### src/rtl/mult_seq.sv
// Sequential shift-add multiplier: out = x*y + cin, unsigned or two's complement.
// One multiplier bit is consumed per CALC cycle; the result is published only
// on the edge entering DONE, so partial sums never appear on out.
module mult_seq #(
  parameter int WIDTH = 4
) (
  input  logic               clk,
  input  logic               rst,
  input  logic               start,
  input  logic [WIDTH-1:0]   x,
  input  logic [WIDTH-1:0]   y,
  input  logic               cin,
  input  logic               sgn,
  output logic               ready,
  output logic               done,
  output logic [2*WIDTH-1:0] out,
  output logic               cout
);

  localparam int PW = 2 * WIDTH;
  localparam int CW = $clog2(WIDTH + 1);

  localparam logic [1:0] S_IDLE = 2'd0;
  localparam logic [1:0] S_CALC = 2'd1;
  localparam logic [1:0] S_DONE = 2'd2;

  logic [1:0]       state_q, state_d;
  logic [CW-1:0]    cnt_q, cnt_d;
  logic [PW-1:0]    xs_q, xs_d;    // multiplicand, extended and shifted left each step
  logic [WIDTH-1:0] ys_q, ys_d;    // multiplier, shifted right so bit 0 is current
  logic             sgn_q, sgn_d;
  logic [PW-1:0]    acc_q, acc_d;  // running sum, seeded with cin
  logic [PW-1:0]    out_q, out_d;
  logic             cout_q, cout_d;

  logic [PW-1:0]    pp;
  logic [PW-1:0]    acc_step;
  logic             last;
  logic             ovf_u;
  logic             ovf_s;

  // Next-state, datapath step and result capture.
  always_comb begin
    state_d  = state_q;
    cnt_d    = cnt_q;
    xs_d     = xs_q;
    ys_d     = ys_q;
    sgn_d    = sgn_q;
    acc_d    = acc_q;
    out_d    = out_q;
    cout_d   = cout_q;

    pp       = ys_q[0] ? xs_q : '0;
    last     = (cnt_q == CW'(WIDTH - 1));
    // In signed mode the multiplier MSB carries weight -2^(WIDTH-1), so its
    // partial product is subtracted rather than added.
    acc_step = (last && sgn_q) ? (acc_q - pp) : (acc_q + pp);
    ovf_u    = |acc_step[PW-1:WIDTH];
    ovf_s    = !((&acc_step[PW-1:WIDTH-1]) || !(|acc_step[PW-1:WIDTH-1]));

    case (state_q)
      S_IDLE: begin
        if (start) begin
          state_d = S_CALC;
          cnt_d   = '0;
          xs_d    = sgn ? {{WIDTH{x[WIDTH-1]}}, x} : {{WIDTH{1'b0}}, x};
          ys_d    = y;
          sgn_d   = sgn;
          acc_d   = {{(PW-1){1'b0}}, cin};
        end
      end
      S_CALC: begin
        acc_d = acc_step;
        xs_d  = xs_q << 1;
        ys_d  = ys_q >> 1;
        if (last) begin
          state_d = S_DONE;
          cnt_d   = '0;
          out_d   = acc_step;
          cout_d  = sgn_q ? ovf_s : ovf_u;
        end else begin
          cnt_d = cnt_q + CW'(1);
        end
      end
      S_DONE: begin
        state_d = S_IDLE;
      end
      default: begin
        state_d = S_IDLE;
      end
    endcase
  end

  // State registers with synchronous reset taking priority over everything.
  always_ff @(posedge clk) begin
    if (rst) begin
      state_q <= S_IDLE;
      cnt_q   <= '0;
      xs_q    <= '0;
      ys_q    <= '0;
      sgn_q   <= 1'b0;
      acc_q   <= '0;
      out_q   <= '0;
      cout_q  <= 1'b0;
    end else begin
      state_q <= state_d;
      cnt_q   <= cnt_d;
      xs_q    <= xs_d;
      ys_q    <= ys_d;
      sgn_q   <= sgn_d;
      acc_q   <= acc_d;
      out_q   <= out_d;
      cout_q  <= cout_d;
    end
  end

  assign ready = (state_q == S_IDLE);
  assign done  = (state_q == S_DONE);
  assign out   = out_q;
  assign cout  = cout_q;

endmodule

### config.mk
export PLATFORM = sky130hd
export DESIGN_NAME = mult_seq
export DESIGN_NICKNAME = d
export VERILOG_FILES = /design/src/rtl/mult_seq.sv
export SDC_FILE = /design/constraint.sdc
export NUM_CORES = 1
export LEC_CHECK = 0
export BUFFER_PORTS_ARGS = -buffer_cell sky130_fd_sc_hd__clkbuf_2
export CAP_MARGIN = 20
export CORE_AREA = 2 2 81 60
export DETAILED_ROUTE_END_ITERATION = 16
export DIE_AREA = 0 0 83 62
export GPL_TIMING_DRIVEN = 0
export PLACE_DENSITY_LB_ADDON = 0.2
export SYNTH_ARGS = -nofsm -noshare
export SYNTH_HDL_FRONTEND = slang
export SYNTH_SLANG_ARGS = --single-unit
### constraint.sdc
create_clock -name clk -period 3.3 [get_ports clk]
set_input_delay 0.33 -clock clk [delete_from_list [all_inputs] [get_ports clk]]
set_output_delay 0.33 -clock clk [all_outputs]
set_load 0.01 [all_outputs]
# After elaboration in Yosys (flattened, before gate mapping)
# Cells that the tools add are included.
# Widths: inputs -> output; s select.
# totals
register_bits	35
input_bits	13
output_inout_bits	11
word_cells	45
# classes
add_sub_neg	3
n_eq_ne	5
n_mux	16
reduce_logical	13
# ops
cell	count
$mux 8	5
$pmux 8 s2	2
$add 8x8->8	1
$pmux 4 s2	1
$reduce_and 2->1	4
$sub 8x8->8	1
$mux 3	2
$pmux 3 s2	1
$reduce_and 5->1	1
$reduce_or 5->1	1
$mux 2	2
$mux 4	1
$ne 2x2->1 const B	2
$pmux 2 s2	1
$reduce_or 4->1	1
$add 3x1->3 const B	1
$eq 3x2->1 const B	1
$eq 2x1->1 const B	1
$eq 2x2->1 const B	1
$logic_not 1->1	2
$logic_not 2->1	1
$reduce_bool 2->1	1
$logic_and 1x1->1	1
$logic_or 1x1->1	1
$mux 1	1

# Logic depth before layout (Yosys ltp)
# logic_depth
word_depth	8
ltp_mapped	13
ltp_nobuf	13

# Worst setup path after synthesis
# Ideal clock, no wire load.
# synth_path
path_type	flip-flop to flip-flop
from	register xs_q[0]
to	register cout_q (netlist: cout)
setup_time_ns	0.121
t_arrival_ns	2.679
required_time_ns	3.179
slack_ns	0.500
stages_incl_launch_ff	12
n_path_buf	0
synth_period_minus_slack_ns	2.800
path_cell_list	dfxtp_1 -> or4_1 -> o31ai_1 -> xnor2_1 -> nand2_1 -> ha_1 -> o21ai_1 -> nand3b_1 -> o21ai_0 -> a311oi_2 -> xor2_1 -> mux2_4
# synth_via
elab_chain_len	8
word_cells_on_any_way	11
classes_between	add/sub (2); mux (3); reduce/logical (6)
# synth_rtl
item	line_no	text
start, declared	29	logic [PW-1:0] xs_q, xs_d;
start signal, assigned	108	xs_q <= xs_d;
$mux 8 *	53	pp = ys_q[0] ? xs_q : '0;
$add 8x8->8 / $sub 8x8->8 (equally long branches)	57	acc_step = (last && sgn_q) ? (acc_q - pp) : (acc_q + pp);
$mux 8 *	57	
$reduce_or 5->1	59	ovf_s = !((&acc_step[PW-1:WIDTH-1]) || !(|acc_step[PW-1:WIDTH-1]));
$logic_not 1->1	59	
$logic_or 1x1->1	59	
$logic_not 1->1	59	
$mux 1 *	80	cout_d = sgn_q ? ovf_s : ovf_u;
end signal, assigned	113	cout_q <= cout_d;
end, declared	34	logic cout_q, cout_d;
# Every way passes the cells marked *; elsewhere a longest branch is shown, timed or not.
# A chain may end at the register's enable or synchronous reset.

# Worst setup path in the final report
# Ends and elaborated chain as after synthesis.

==> results.toml <==
[yosys]
synthFlopType = "dfxtp_1"
synth-edff-count = 0
netlist_instances = 231
synth_cell_types = 43
synth-seq-cells = 35
synth-async-reset-ratio = 0
syn_avg_cell_area_um2 = 8.011
ys.warnings.count = 0
synth_fp_nets = 253
netlist_area_um2 = 1851
synth_seq_area_share = 0.3786

[cts]
clkTransAtPathRegs_ns = 0.08
cts_sinks = 35
insertion_delay_ns = 0.31
cts_buffers = 5
cts_tree = "yes"
cts-root-buf = "clkbuf_8"
cts_max_path_buffers = 2
cts_hold_buf = 0
cts.htree.levels = 2

[worst_hold_path]
hold_end = "ys_q[3]"
whs_path_depth = 3
hp-class = "in2reg"
min_from = "y[3]"

[floorplanning]
die_y_um = 62
die_area_um2 = 5146
initial_utilization = 0.4119
core.rowCount = 21
core_area_um2 = 4493
chipWidth_um = 83
ios = 24

[sta]
clock_skew_ns = 0.009015
fmax_mhz = 320.4
period_needed_ns = 3.122
tightest_slew_ns = 0.5716
finalMaxSlewViolations = 0
min_period_over_period = 0.9459
relSlewSlack = 0.6189
setup_violations = 0
rsz0062_at_grt = "false"
finalHoldViolCount = 0
finalSetupTns_ns = 0

[worst_setup_path]
path_class = "reg2reg"
cp.buffers_inverters = 0
crit_path_max_incr_delay_ns = 0.57
reg2reg_from = "xs_q[0]"
slowest_stage = "or4_1"
path_cells = "or4_1, o31ai_1, xnor2_1, nand2_1, ha_1, o21ai_1, nand3b_1, o21ai_0, a311oi_2, xor2_2, mux2_4"
startpoint_type = "flop"
end_kind = "flop"
critPathArrivalTime_ns = 3.32
r2r-end = "cout"
r2r_setup_slack_ns = 0.18
worst-r2r-cell-count = 11
cp_top_family = "compound AO/OA/AOI/OAI gates"
required_ns = 3.50
crit_fanout = 8

[placement]
dpl.hpwl_um = 3291
place_congestion = 0.7903
io_buffers = 22

[detailed_routing]
drc = 0
post_drt_wl_per_cell_um = 14.50
drt_wl_total_um = 4626
drtAntennaViolNets = 0
drt-initial-drc-count = 75
via_per_inst = 5.307
drt_pass1_iterations = 4
vias = 1693

[pwr]
peakVddDrop_uv = 293.7
power_density_nw_per_um2 = 576.9
p_total_uw = 1255
p_leak_uw = 0.0008195

[layout]
drive_gt1_frac = 0.1603
syn2layout_area_growth_pct = 17.58
final_net_count = 283
fill_cells = 439
diodes = 0

[global_routing]
gr-total-overflow = 0
grt_max_degree = 13
grt_pass1_vias = 1481
antenna_found_initial = 0
grt_first_pass_wirelength_um = 7389
grt.total_usage = 0.1910

[job]
maxCapViolations = 0

[status]
outcome = "finished, final reports clean"
per-layer routing:
layer / track usage / wire [um] / vias up
met1: 0.2729 / 2454 / 777
met5: 0 / 0 / -
met3: 0.05152 / 200 / 8
li1: - / - / 870
met2: 0.2823 / 1898 / 38
met4: 0.06323 / 72 / 0
sequential cells by signal, indices dropped and copies added, names as in the netlist:
name / flops
acc_q: 8
state_q: 2
cout: 1
out: 8
cnt_q: 3
sgn_q: 1
xs_q: 8
ys_q: 4
area by class of cell:
class / count / area (um^2) / share of cell area
multi-input cells: 180 / 1105 / 0.5078
flip-flops and latches: 35 / 700.7 / 0.3220
repair buffers: 23 / 117.6 / 0.05405
clock buffers: 6 / 82.58 / 0.03795
well taps: 57 / 71.32 / 0.03278
plain buffers: 13 / 48.80 / 0.02243
clock inverters: 2 / 38.79 / 0.01783
inverters: 3 / 11.26 / 0.005175
synth_stat cells (all sizes together), types with 2 or more instances:
master,number,share of area
clkbuf,12,0.024
xnor2,9,0.043
and2,3,0.011
nand2,47,0.095
a31oi,6,0.020
o31ai,3,0.012
nor2b,4,0.015
ha,8,0.054
xor2,4,0.019
a21oi,22,0.062
nor2,22,0.045
a211oi,5,0.023
inv,3,0.0061
nand2b,2,0.0068
a311oi,7,0.037
nand3,15,0.041
dfxtp,35,0.38
o21ai,5,0.014
how the worst max path moves through the flow:
stage / startpoint / endpoint / slack [ns] / cells after the start
2_1_floorplan: xs_q[0] / cout / 0.50 / 11
3_5_place_dp: cnt_q[0] / cout / 0.10 / 13
4_1_cts: cnt_q[0] / cout / 0.07 / 13
5_1_grt: cnt_q[0] / cout / 0.0006 / 13
3_3_place_gp: cnt_q[0] / cout / 0.13 / 13
6_report: xs_q[0] / cout / 0.18 / 11
power breakdown:
| group | internal [uW] | switching [uW] |
|---|---|---|
| combinational | 145 | 214 |
| sequential | 447 | 24.7 |
| clock | 249 | 176 |
kinds of logic (layout without fill, tap and decap cells):
kind of cell               after synthesis  in the layout  share of synthesized area
buffers and inverters                   16             47                    0.03245
adders and majority gates                9              9                    0.06491
AOI/OAI and AO/OA                       56             56                     0.2049
muxes                                    1              1                   0.008111
xor gates and xnor gates                13             13                    0.06153
DFF                                     35             35                     0.3786
and+or+nand+nor                        101            101                     0.2495
placed cells by master, fill, tap and decap left out, types with 3 or more instances in the layout:
master    count
o31ai_1       3
nand3_1      15
nand2_1      47
nor2b_1       3
clkbuf_8      6
clkbuf_2     22
a311oi_1      6
ha_1          8
o21ai_0       3
nor2_1       22
dfxtp_1      35
a31oi_1       6
a211oi_1      4
inv_1         3
clkbuf_1     12
xnor2_1       9
a21oi_1      21
worst reg2reg max path, cell delays in order (launching register included):
cell and delay (ns):
dfxtp_1 0.38, or4_1 0.57, o31ai_1 0.25, xnor2_1 0.15, nand2_1 0.08, ha_1 0.36, o21ai_1 0.08, nand3b_1 0.08
o21ai_0 0.10, a311oi_2 0.32, xor2_2 0.32, mux2_4 0.33
timing repair:
item,CTS,global route
setup endpoints to repair,0,2
gates resized for setup,0,2
buffers inserted,0,1
through the flow:
stage	hold WS, ns	utilization	instance area [um^2]	std cells	worst slack (ns)
floorplan	0.4319	-	1851	231	0.5001
detailed placement	0.4477	0.4522	2032	310	0.1026
CTS	0.2329	0.4793	2153	318	0.07118
global placement	0.4454	0.4522	2032	310	0.1311
global route	0.2500	0.4843	2176	319	0.0006175
finish	0.2345	0.4843	2176	319	0.1785
No activity file was read; power rests on OpenSTA's default activity.
